## config.mk

```make
export PLATFORM = sky130hd
export DESIGN_NAME = fetch_ctrl
export DESIGN_NICKNAME = d
export VERILOG_FILES = /design/src/rtl/fetch_ctrl.sv
export SDC_FILE = /design/constraint.sdc
export NUM_CORES = 1
export LEC_CHECK = 0
export CAP_MARGIN = 20
export CORE_MARGIN = 2
export CORE_UTILIZATION = 42
export CTS_CLUSTER_SIZE = 20
export DETAILED_ROUTE_END_ITERATION = 12
export PLACE_DENSITY = 0.85
export SLEW_MARGIN = 40
export SYNTH_ARGS = -nofsm -noshare
export SYNTH_HDL_FRONTEND = slang
export SYNTH_SLANG_ARGS = --single-unit
```

## constraint.sdc

```tcl
create_clock -name clk -period 6.56 [get_ports clk]
set_clock_uncertainty 0.05 [all_clocks]
set_input_delay 0.984 -clock clk [delete_from_list [all_inputs] [get_ports clk]]
set_output_delay 0.984 -clock clk [all_outputs]
set_load 0.005 [all_outputs]
```

## src/rtl/fetch_ctrl.sv

```systemverilog
// IF-stage fetch sequencer: owns the fetch PC, issues one ibus read at a
// time, and buffers the returned instruction for ID in a 1-entry skid.
module fetch_ctrl #(
    parameter int          XLEN   = 64,
    parameter logic [63:0] PCINIT = 64'h8000_0000
) (
    input  logic            clk,
    input  logic            rst,
    output logic            ireq_valid,
    output logic [XLEN-1:0] ireq_addr,
    input  logic            iresp_addr_ok,
    input  logic            iresp_data_ok,
    input  logic [31:0]     iresp_data,
    input  logic            redirect_valid,
    input  logic [XLEN-1:0] redirect_pc,
    input  logic            id_ready,
    output logic            out_valid,
    output logic [XLEN-1:0] out_pc,
    output logic [31:0]     out_inst,
    output logic [XLEN-1:0] fetch_pc,
    output logic            busy
);

    typedef enum logic [1:0] {
        IDLE    = 2'd0,
        BUSY    = 2'd1,
        DISCARD = 2'd2
    } state_t;

    state_t          state;
    state_t          state_nxt;
    logic [XLEN-1:0] req_addr;
    logic            room;
    logic            accept;
    logic            unused_addr_ok;

    assign unused_addr_ok = iresp_addr_ok;

    assign room   = !out_valid || id_ready;
    assign accept = (state == BUSY) && iresp_data_ok && !redirect_valid;

    always_ff @(posedge clk or posedge rst) begin
        if (rst) begin
            state <= IDLE;
        end else begin
            state <= state_nxt;
        end
    end

    always_comb begin
        state_nxt = state;
        unique case (state)
            IDLE: begin
                if (!redirect_valid && room) begin
                    state_nxt = BUSY;
                end
            end
            BUSY: begin
                if (iresp_data_ok) begin
                    state_nxt = IDLE;
                end else if (redirect_valid) begin
                    state_nxt = DISCARD;
                end
            end
            DISCARD: begin
                if (iresp_data_ok) begin
                    state_nxt = IDLE;
                end
            end
            default: state_nxt = IDLE;
        endcase
    end

    // req_addr freezes the in-flight address so a redirect can move
    // fetch_pc without disturbing the bus while the old read drains.
    always_ff @(posedge clk or posedge rst) begin
        if (rst) begin
            fetch_pc <= XLEN'(PCINIT);
            req_addr <= '0;
        end else begin
            if (state == IDLE) begin
                req_addr <= fetch_pc;
            end
            if (redirect_valid) begin
                fetch_pc <= {redirect_pc[XLEN-1:2], 2'b00};
            end else if (accept) begin
                fetch_pc <= fetch_pc + XLEN'(4);
            end
        end
    end

    // Redirect flushes the skid even if ID is ready in the same cycle.
    always_ff @(posedge clk or posedge rst) begin
        if (rst) begin
            out_valid <= 1'b0;
            out_pc    <= '0;
            out_inst  <= '0;
        end else begin
            if (redirect_valid) begin
                out_valid <= 1'b0;
            end else if (accept) begin
                out_valid <= 1'b1;
                out_pc    <= fetch_pc;
                out_inst  <= iresp_data;
            end else if (id_ready) begin
                out_valid <= 1'b0;
            end
        end
    end

    assign ireq_valid = (state != IDLE);
    assign ireq_addr  = (state != IDLE) ? req_addr : '0;
    assign busy       = (state != IDLE);

endmodule
```

# ---- Yosys cells after proc, flatten, opt, wreduce, memory -nomap -nowiden
# Index checks and enable logic that the tools add are counted.
dict set report totals {
  ramBits 0
  input_bits 102
  output_inout_bits 227
  wordCells 36
  rom_bits 0
  reg_bits 227
  mem_count 0
  latchBits 0
}
dict set report op_classes {
  n_mux 11
  n_eq_ne 5
  div 0
  bitwise_logic 1
  magnitude_cmp 0
  shift 0
  n_mul 0
  n_addsub 1
  reduce_logical 12
}
# op n
set ops {}
lappend ops {{64-bit 2-to-1 mux} 3}
lappend ops {{64-bit by 3-bit adder with 64-bit output, second input constant} 1}
lappend ops {{2-bit 2-to-1 mux} 4}
lappend ops {{2-bit one-hot mux with 3 select lines} 1}
lappend ops {{2-bit inequality test, second input constant} 2}
lappend ops {{2-bit nonzero test} 2}
lappend ops {{1-bit logical AND} 3}
lappend ops {{1-bit 2-to-1 mux} 3}
lappend ops {{3-bit inequality test, second input constant} 1}
lappend ops {{3-bit AND reduction} 1}
lappend ops {{3-bit nonzero test} 1}
lappend ops {{2-bit by 1-bit equality test with 1-bit output, second input constant} 1}
lappend ops {{2-bit equality test, second input constant} 1}
lappend ops {{1-bit zero test} 2}
lappend ops {{2-bit zero test} 1}
lappend ops {{2-bit AND reduction} 1}
lappend ops {{1-bit logical OR} 1}
lappend ops {{1-bit NOT} 1}

# ---- Logic depth before layout (Yosys ltp)
# Gate-level depths: netlist of the first run.
dict set report depth {
  depth_word 5
  depth_mapped 8
  depth_no_buf 6
}

# ---- Least setup slack after synthesis of the first run
# OpenSTA, ideal clock, no wires.
dict set report synth_path {
  path_type {input port to flip-flop}
  from {input port iresp_data_ok}
  to {register fetch_pc[44]}
  path_stages 7
  setup_time_ps 82
  n_path_buf 2
  path_slack_ps 3609
  t_required_ps 6428
  arrival_ps 2819
  cell_sequence {nand4b_2 or4_1 buf_2 or3_4 buf_6 or4_1 a31oi_1}
}
dict set report synth_via {
  elab_chain_len 3
}
# item line_no
set synth_rtl {}
lappend synth_rtl {{start: declaration} 12} ;# input logic iresp_data_ok,
lappend synth_rtl {{1-bit logical AND (2 in a row)} 40} ;# assign accept = (state == BUSY) && iresp_data_ok && !redirect_valid;
lappend synth_rtl {{2-bit nonzero test (no line)} --}
lappend synth_rtl {{end signal: assignment} 78} ;# fetch_pc <= XLEN'(PCINIT);
lappend synth_rtl {{end signal: assignment} 85} ;# fetch_pc <= {redirect_pc[XLEN-1:2], 2'b00};
lappend synth_rtl {{end signal: assignment} 87} ;# fetch_pc <= fetch_pc + XLEN'(4);
lappend synth_rtl {{end: declaration} 20} ;# output logic [XLEN-1:0] fetch_pc,
# No other way between the ends.
# A chain may end at the register's enable or synchronous reset.

# ---- Worst setup path after layout of the first run
dict set report layout_path {
  from {input port iresp_data_ok}
  to {register fetch_pc[57]}
}
# The elaborated chain is that of the path after synthesis.

==> results by group, run 1 <==
Status
  • Status: complete, no violations

Routing
  • DR vias: 7953
  • DR iter-0 viols: 379
  • Routed Antenna Nets: 0
  • Overall routed net length: between 20000 and 30000 um
  • First-pass DRT Iterations: 5
  • DRC Markers: 0
  • DR vias/cell: 5.31
  • DR WL/cell: ~19 um

Flow run
  • Max-cap check violation count: 0

Synth
  • Mapped Avg Cell Area: 11.4 um^2
  • Unique cell type count in the Yosys netlist: 44
  • Cell Area, Synth: 9840 um^2
  • Largest cells by area after synthesis: dfrtp_1 56%, mux2_2 11%, a21o_1 4.7%, and2_1 4.2%, nand2_1 2.2%
  • Post-synthesis sequential area ratio: a little under three fifths
  • Post-synthesis cell count: about 860
  • Area leader, netlist: dfrtp_1
  • Number of synthesized flops with an enable pin: 0
  • Register bit total from synthesis: 221
  • Ys flop type: dfrtp_1
  • Syn. warnings: 0
  • Synth top area share: 55.9%
  • Ys async rst share: 100%

Global route
  • GRT Util Overall: between 20% and 30%
  • Initial antenna violation count: 0
  • Vias in the first global route: ~7900
  • Largest net degree at the start of global routing: 146
  • First-pass GRT wire length: 44000 um
  • Gr ovfl total: 0

Finish
  • Nets: 1266
  • Area Growth Syn to Fin: 43.8%
  • Fin cells: 1499
  • Layout cells sized above 1: 13.7%

Worst setup path
  • Critical-path cell list: clkdlybuf4s50_1 -> nand3b_1 -> nor2_1 -> nand3_1 -> or4_1 -> a31oi_1
  • Critical Path Stages: 6
  • Reg2reg end: fetch_pc[60]$_DFFE_PP0N_
  • Top Family by Delay on Critical Path: simple AND/OR/NAND/NOR gates
  • Crit path buf inv count: 1
  • Crit path DAT: 3.92 ns
  • R2R cell count: 6
  • Critical path peak fanout: 15
  • Critical path's slowest cell: or4_1
  • Largest stage delay, worst path: between 0.6 and 0.7 ns
  • FF-to-FF setup slack: 3.50 ns
  • WP data required: 6.94 ns
  • WS Path Type: in -> reg
  • R2r startpoint: fetch_pc[2]$_DFFE_PP0N_
  • Worst Setup End Kind: register
  • Worst setup SP type: primary input

Power
  • Cell leakage power: 5.97 nW
  • VDD IR max: ~0.00022 V
  • PwrDens: 309 nW/um^2

STA
  • Max-slew violations: 0
  • Final period util: between 50 and 60%
  • Max Clk Rate: 282 MHz
  • Min Tclk post-route: 3.55 ns
  • Worst-Margin Slew: 0.771 ns
  • Count of final setup violators: 0
  • RSZ-0062 raised after global routing: false
  • Setup TNS: 0 ns
  • Final hold vios: 0
  • Slew HR: 48.6%

Die
  • DIE HEIGHT: about 160 um
  • Boundary Pins: ~330
  • Die width: 157 um
  • Core area: 23300 um^2
  • Starting density of the core: 42.3%
  • Row count: 56
  • Total die area: 24700 um^2

Clocking
  • Clk buf depth: 3
  • Setup Buffers After CTS: 0
  • CTS tree: done
  • Clock sink count: 221
  • CTS Root Cell: clkbuf_16
  • CTS H-tree depth: 1
  • Clk slew on worst S/H paths: 0.06 ns
  • CTS Hold Buffers Added: 0
  • Clk_lat worst skew: 0.51 ns
  • CTS-repair resized insts: 0
  • Total CTS buffers: 24

Min path
  • Worst Hold Path EP: out_inst[31]$_DFFE_PP0P_
  • WHS Path Cells: 1
  • Min-delay worst type: reg -> reg
  • Hold_sp: out_inst[31]$_DFFE_PP0P_

Placed design
  • Port buffer count: approximately 320
  • Gpl congestion: 0.759
  • Cells after DPL: approximately 1500
  • DPL Wire Length: 19400 um
[layer usage]
metal / GRT usage, % / vias up / routed length, um
met5: 0 / - / 0
met4: 5.11 / 0 / 436
met3: 5.86 / 36 / 2230
met2: 38.1 / 287 / 13900
met1: 29.0 / 3950 / 11900
li1: - / 3680 / -
[cell families after synthesis]
kind of cell,after synthesis,share of synthesized area [%]
multiplexers,98,11.2
adder cells (fa/ha/maj),1,0.127
AND/OR/NAND/NOR,284,16.0
flip-flops,221,56.2
AO/OA/AOI/OAI,150,10.1
buffers and inverters,74,3.20
XOR/XNOR,35,3.11
other,1,0.0381
[registers in the layout, summed over array words and instances, names as in the netlist]
name / flops
fetch_pc: 62
out_inst: 32
out_pc: 62
out_valid: 1
req_addr: 62
state: 2
[where the power goes]
group	leakage (nW)	switching [W]	internal [W]
clock network	0.411	0.000540	0.000866
registers	2.65	0.000193	0.00165
logic	2.91	0.000375	0.000745
total	5.97	0.00111	0.00326
[per-stage QoR]
| stage | setup WS (ns) | util, % | power, W | area [um^2] | hold slack, ns |
|---|---|---|---|---|---|
| global placement | 2.57 | 57.1 | 0.00295 | 13300 | 0.438 |
| floorplan | 2.64 | - | 0.00226 | 9870 | 0.441 |
| finish | 3.01 | 60.9 | 0.00437 | 14200 | 0.452 |
| global route | 2.83 | 60.9 | 0.00458 | 14200 | 0.467 |
| CTS | 2.97 | 60.7 | 0.00442 | 14100 | 0.457 |
| detailed placement | 2.51 | 57.2 | 0.00299 | 13300 | 0.444 |
[worst max-delay path by stage]
stage,start,to
floorplan,rst,fetch_pc[10]$_DFFE_PP0N_
global placement,iresp_data_ok,fetch_pc[57]$_DFFE_PP0N_
detailed placement,iresp_data_ok,fetch_pc[57]$_DFFE_PP0N_
CTS,iresp_data_ok,fetch_pc[57]$_DFFE_PP0N_
global route,iresp_data_ok,fetch_pc[57]$_DFFE_PP0N_
finish,iresp_data_ok,fetch_pc[57]$_DFFE_PP0N_
[synthesized netlist by cell type, drive strengths merged (2+ instances only)]
library cell,n
or4,18
nor4,12
dfrtp,220
o311ai,2
a21o,62
and4,9
clkbuf,50
nor3,5
o211ai,2
xor2,20
or3,10
inv,13
nor2,38
o31ai,15
and2,66
nand2,57
xnor2,15
buf,11
a31oi,23
o21ai,42
and3,7
mux2,97
nand4,34
or2,4
nand3,19
[layout by cell type (no fill, tap or decap), types with 20 or more instances in the layout]
cell type | synthesis | routed
nand4_1 | 33 | 33
nand2_1 | 57 | 57
clkdlybuf4s50_1 | 0 | 318
nor2_1 | 38 | 36
dfrtp_1 | 220 | 220
mux2_2 | 97 | 97
clkbuf_16 | 0 | 25
a31oi_1 | 23 | 23
a21o_1 | 62 | 62
o21ai_0 | 35 | 35
and2_1 | 66 | 66
xor2_1 | 20 | 20
[cell type report]
class                           instances  area [um^2]
Multi-Input combinational cell        574         4050
Inverter                               13         55.1
Tap cell                              319          399
Timing Repair Buffer                  329         3300
Antenna cell                            1         2.50
Fill cell                            1828         9100
Clock inverter                          8          115
Sequential cell                       221         5530
Clock buffer                           34          709
Power figures use the tool's default switching activity.
==> run 2: changes to the inputs <==
Clock period 6.56 ns to 3.2 ns, I/O delays scaled along.
==> run 2 against run 1 <==
Final area is 3.0% higher; highest routed layer unchanged; critical path depth is 1 lower; die area did not move; critical endpoint is now ireq_addr[36]; worst hold slack lost 0.16 ns; largest cell class unchanged; cell count increased by 2.9%.
==> results by group, run 2 (synthesized netlist as in run 1, its figures left out) <==
Power
  • VDD IR max: 0.000453 V
  • PwrDens: 634 nW/um^2
  • Tot Pwr: 0.00925 W
  • Cell leakage power: 6.22 nW

Global route
  • GRT Util Overall: between 20% and 30%
  • GR Layer Usage met3: 5.84%
  • Top Usage Layer GRT: met2
  • Met1 Use GR: 30.8%
  • Initial antenna violation count: 0
  • Gr ovfl total: 0
  • Largest net degree at the start of global routing: 69
  • Met2 usage: around 40%
  • First-pass GRT wire length: 46900 um
  • Vias in the first global route: between 8000 and 9000

Clocking
  • CTS tree: done
  • CTS Hold Buffers Added: 0
  • Setup Buffers After CTS: 0
  • CTS Root Cell: clkbuf_16
  • Clk slew on worst S/H paths: about 0.06 ns
  • CTS-repair resized insts: 0
  • Total CTS buffers: 25
  • CTS H-tree depth: 1
  • Clock sink count: ~220
  • Clk buf depth: 3
  • Clk_lat worst skew: 0.52 ns

Finish
  • Most common cell after layout, fill and taps aside: clkdlybuf4s50_1
  • Most frequent cells in the layout: 318 x clkdlybuf4s50_1, 220 x dfrtp_1, 97 x mux2_2
  • Fin util: 62.7%
  • Fin cells: 1542
  • Post-route cell area: 14600 um^2
  • Nets: approximately 1300
  • Top flop regs: fetch_pc: 62 flops, out_pc: 62 flops, req_addr: 62 flops
  • # diodes: 0
  • Area Growth Syn to Fin: 48.1%
  • Layout cells sized above 1: 16.5%

Worst setup path
  • Worst Setup End Kind: output pin
  • Critical-path cell list: nor2_4 -> inv_2 -> buf_12 -> and2_1 -> clkdlybuf4s50_1
  • Critical path peak fanout: 49
  • Top Family by Delay on Critical Path: buffers and inverters
  • Worst setup SP type: register
  • Crit path buf inv count: 3
  • Largest stage delay, worst path: ~0.53 ns
  • Critical path's slowest cell: clkdlybuf4s50_1
  • WP data required: 2.67 ns
  • Crit path DAT: ~2.4 ns
  • WS Path Type: reg -> out

Die
  • Core area: 23300 um^2
  • Boundary Pins: 329
  • Row count: 56
  • Total die area: 24700 um^2
  • DIE HEIGHT: around 160 um
  • Starting density of the core: 42.3%
  • Die width: 157 um

Min path
  • Min-delay worst type: in -> reg

STA
  • Count of final setup violators: 0
  • Setup ws final: 0.296 ns
  • RSZ-0062 raised after global routing: false
  • Max-slew violations: 0
  • Worst-Margin Slew: 0.784 ns
  • Slew HR: 47.7%
  • Final period util: 90.8%
  • Final hold vios: 0
  • Min Tclk post-route: 2.90 ns
  • Max Clk Rate: 344 MHz

Status
  • Status: complete, no violations

Placed design
  • DP Area: between 10000 and 15000 um^2
  • Cells after DPL: 1498
  • DPL Wire Length: 21500 um
  • Gpl congestion: around 0.77
  • DP Worst Slack: 0.281 ns
  • Port buffer count: ~320

Routing
  • DR vias: a little over 8000
  • Overall routed net length: 30400 um
  • DR iter-0 viols: 432
  • Routed Antenna Nets: 0
  • First-pass DRT Iterations: 5
  • DR WL/cell: 19.7 um
  • DRC Markers: 0
  • DR vias/cell: roughly 5.3

Flow run
  • Max-cap check violation count: 0
-- run 2: cell count changes in the layout (fill, tap and decap cells not counted), moves of 3 or more --
cell	previous run	this run
clkbuf_8	5	8
clkinv_2	5	2
buf_12	1	6
buf_4	7	45
-- run 2: layout make-up --
type	instances	area [um^2]
clock buffer	38	754
clock inverter	6	130
fill	1812	8680
inverter	13	52.6
multi-input combinational	574	4040
sequential	221	5530
tap	319	399
timing repair buffer	371	3670
-- run 2: final timing paths --
check / from / to / slack, ns / cells past startpoint
min in group asynchronous: rst / req_addr[58]$_DFFE_PP0N_ / 0.31 / 2
min: redirect_valid / out_valid$_DFFE_PP0P_ / 0.29 / 2
min reg2reg: out_pc[5]$_DFFE_PP0P_ / out_pc[5]$_DFFE_PP0P_ / 0.45 / 1
max in group asynchronous: rst / out_pc[57]$_DFFE_PP0P_ / 2.04 / 4
max reg2reg: fetch_pc[31]$_DFFE_PP1N_ / fetch_pc[59]$_DFFE_PP0N_ / 0.61 / 5
max: state[0]$_DFFE_PP0P_ / ireq_addr[36] / 0.30 / 5
-- run 2: power breakdown --
group | switching (W) | internal (W)
sequential | 0.000366 | 0.00339
combinational | 0.000849 | 0.00158
clock | 0.00113 | 0.00193
-- run 2: per-layer routing --
layer / vias to the layer above / routed length (um)
met4: 0 / 805
li1: 3752 / -
met2: 330 / 14800
met3: 59 / 2270
met1: 4077 / 12500
met5: - / 0
-- run 2: worst register-to-register path: cells and delay by family (launching register included) --
| kind | cells | cell delay, ns |
|---|---|---|
| DFF | 1 | 0.61 |
| AOI/OAI and AO/OA | 1 | 0.17 |
| and+or+nand+nor | 4 | 1.70 |
-- run 2: through the flow --
stage	setup TNS, ns	hold WS [ns]
floorplan	-46.48	0.441
global placement	0	0.438
detailed placement	0	0.444
CTS	0	0.274
global route	0	0.309
finish	0	0.288
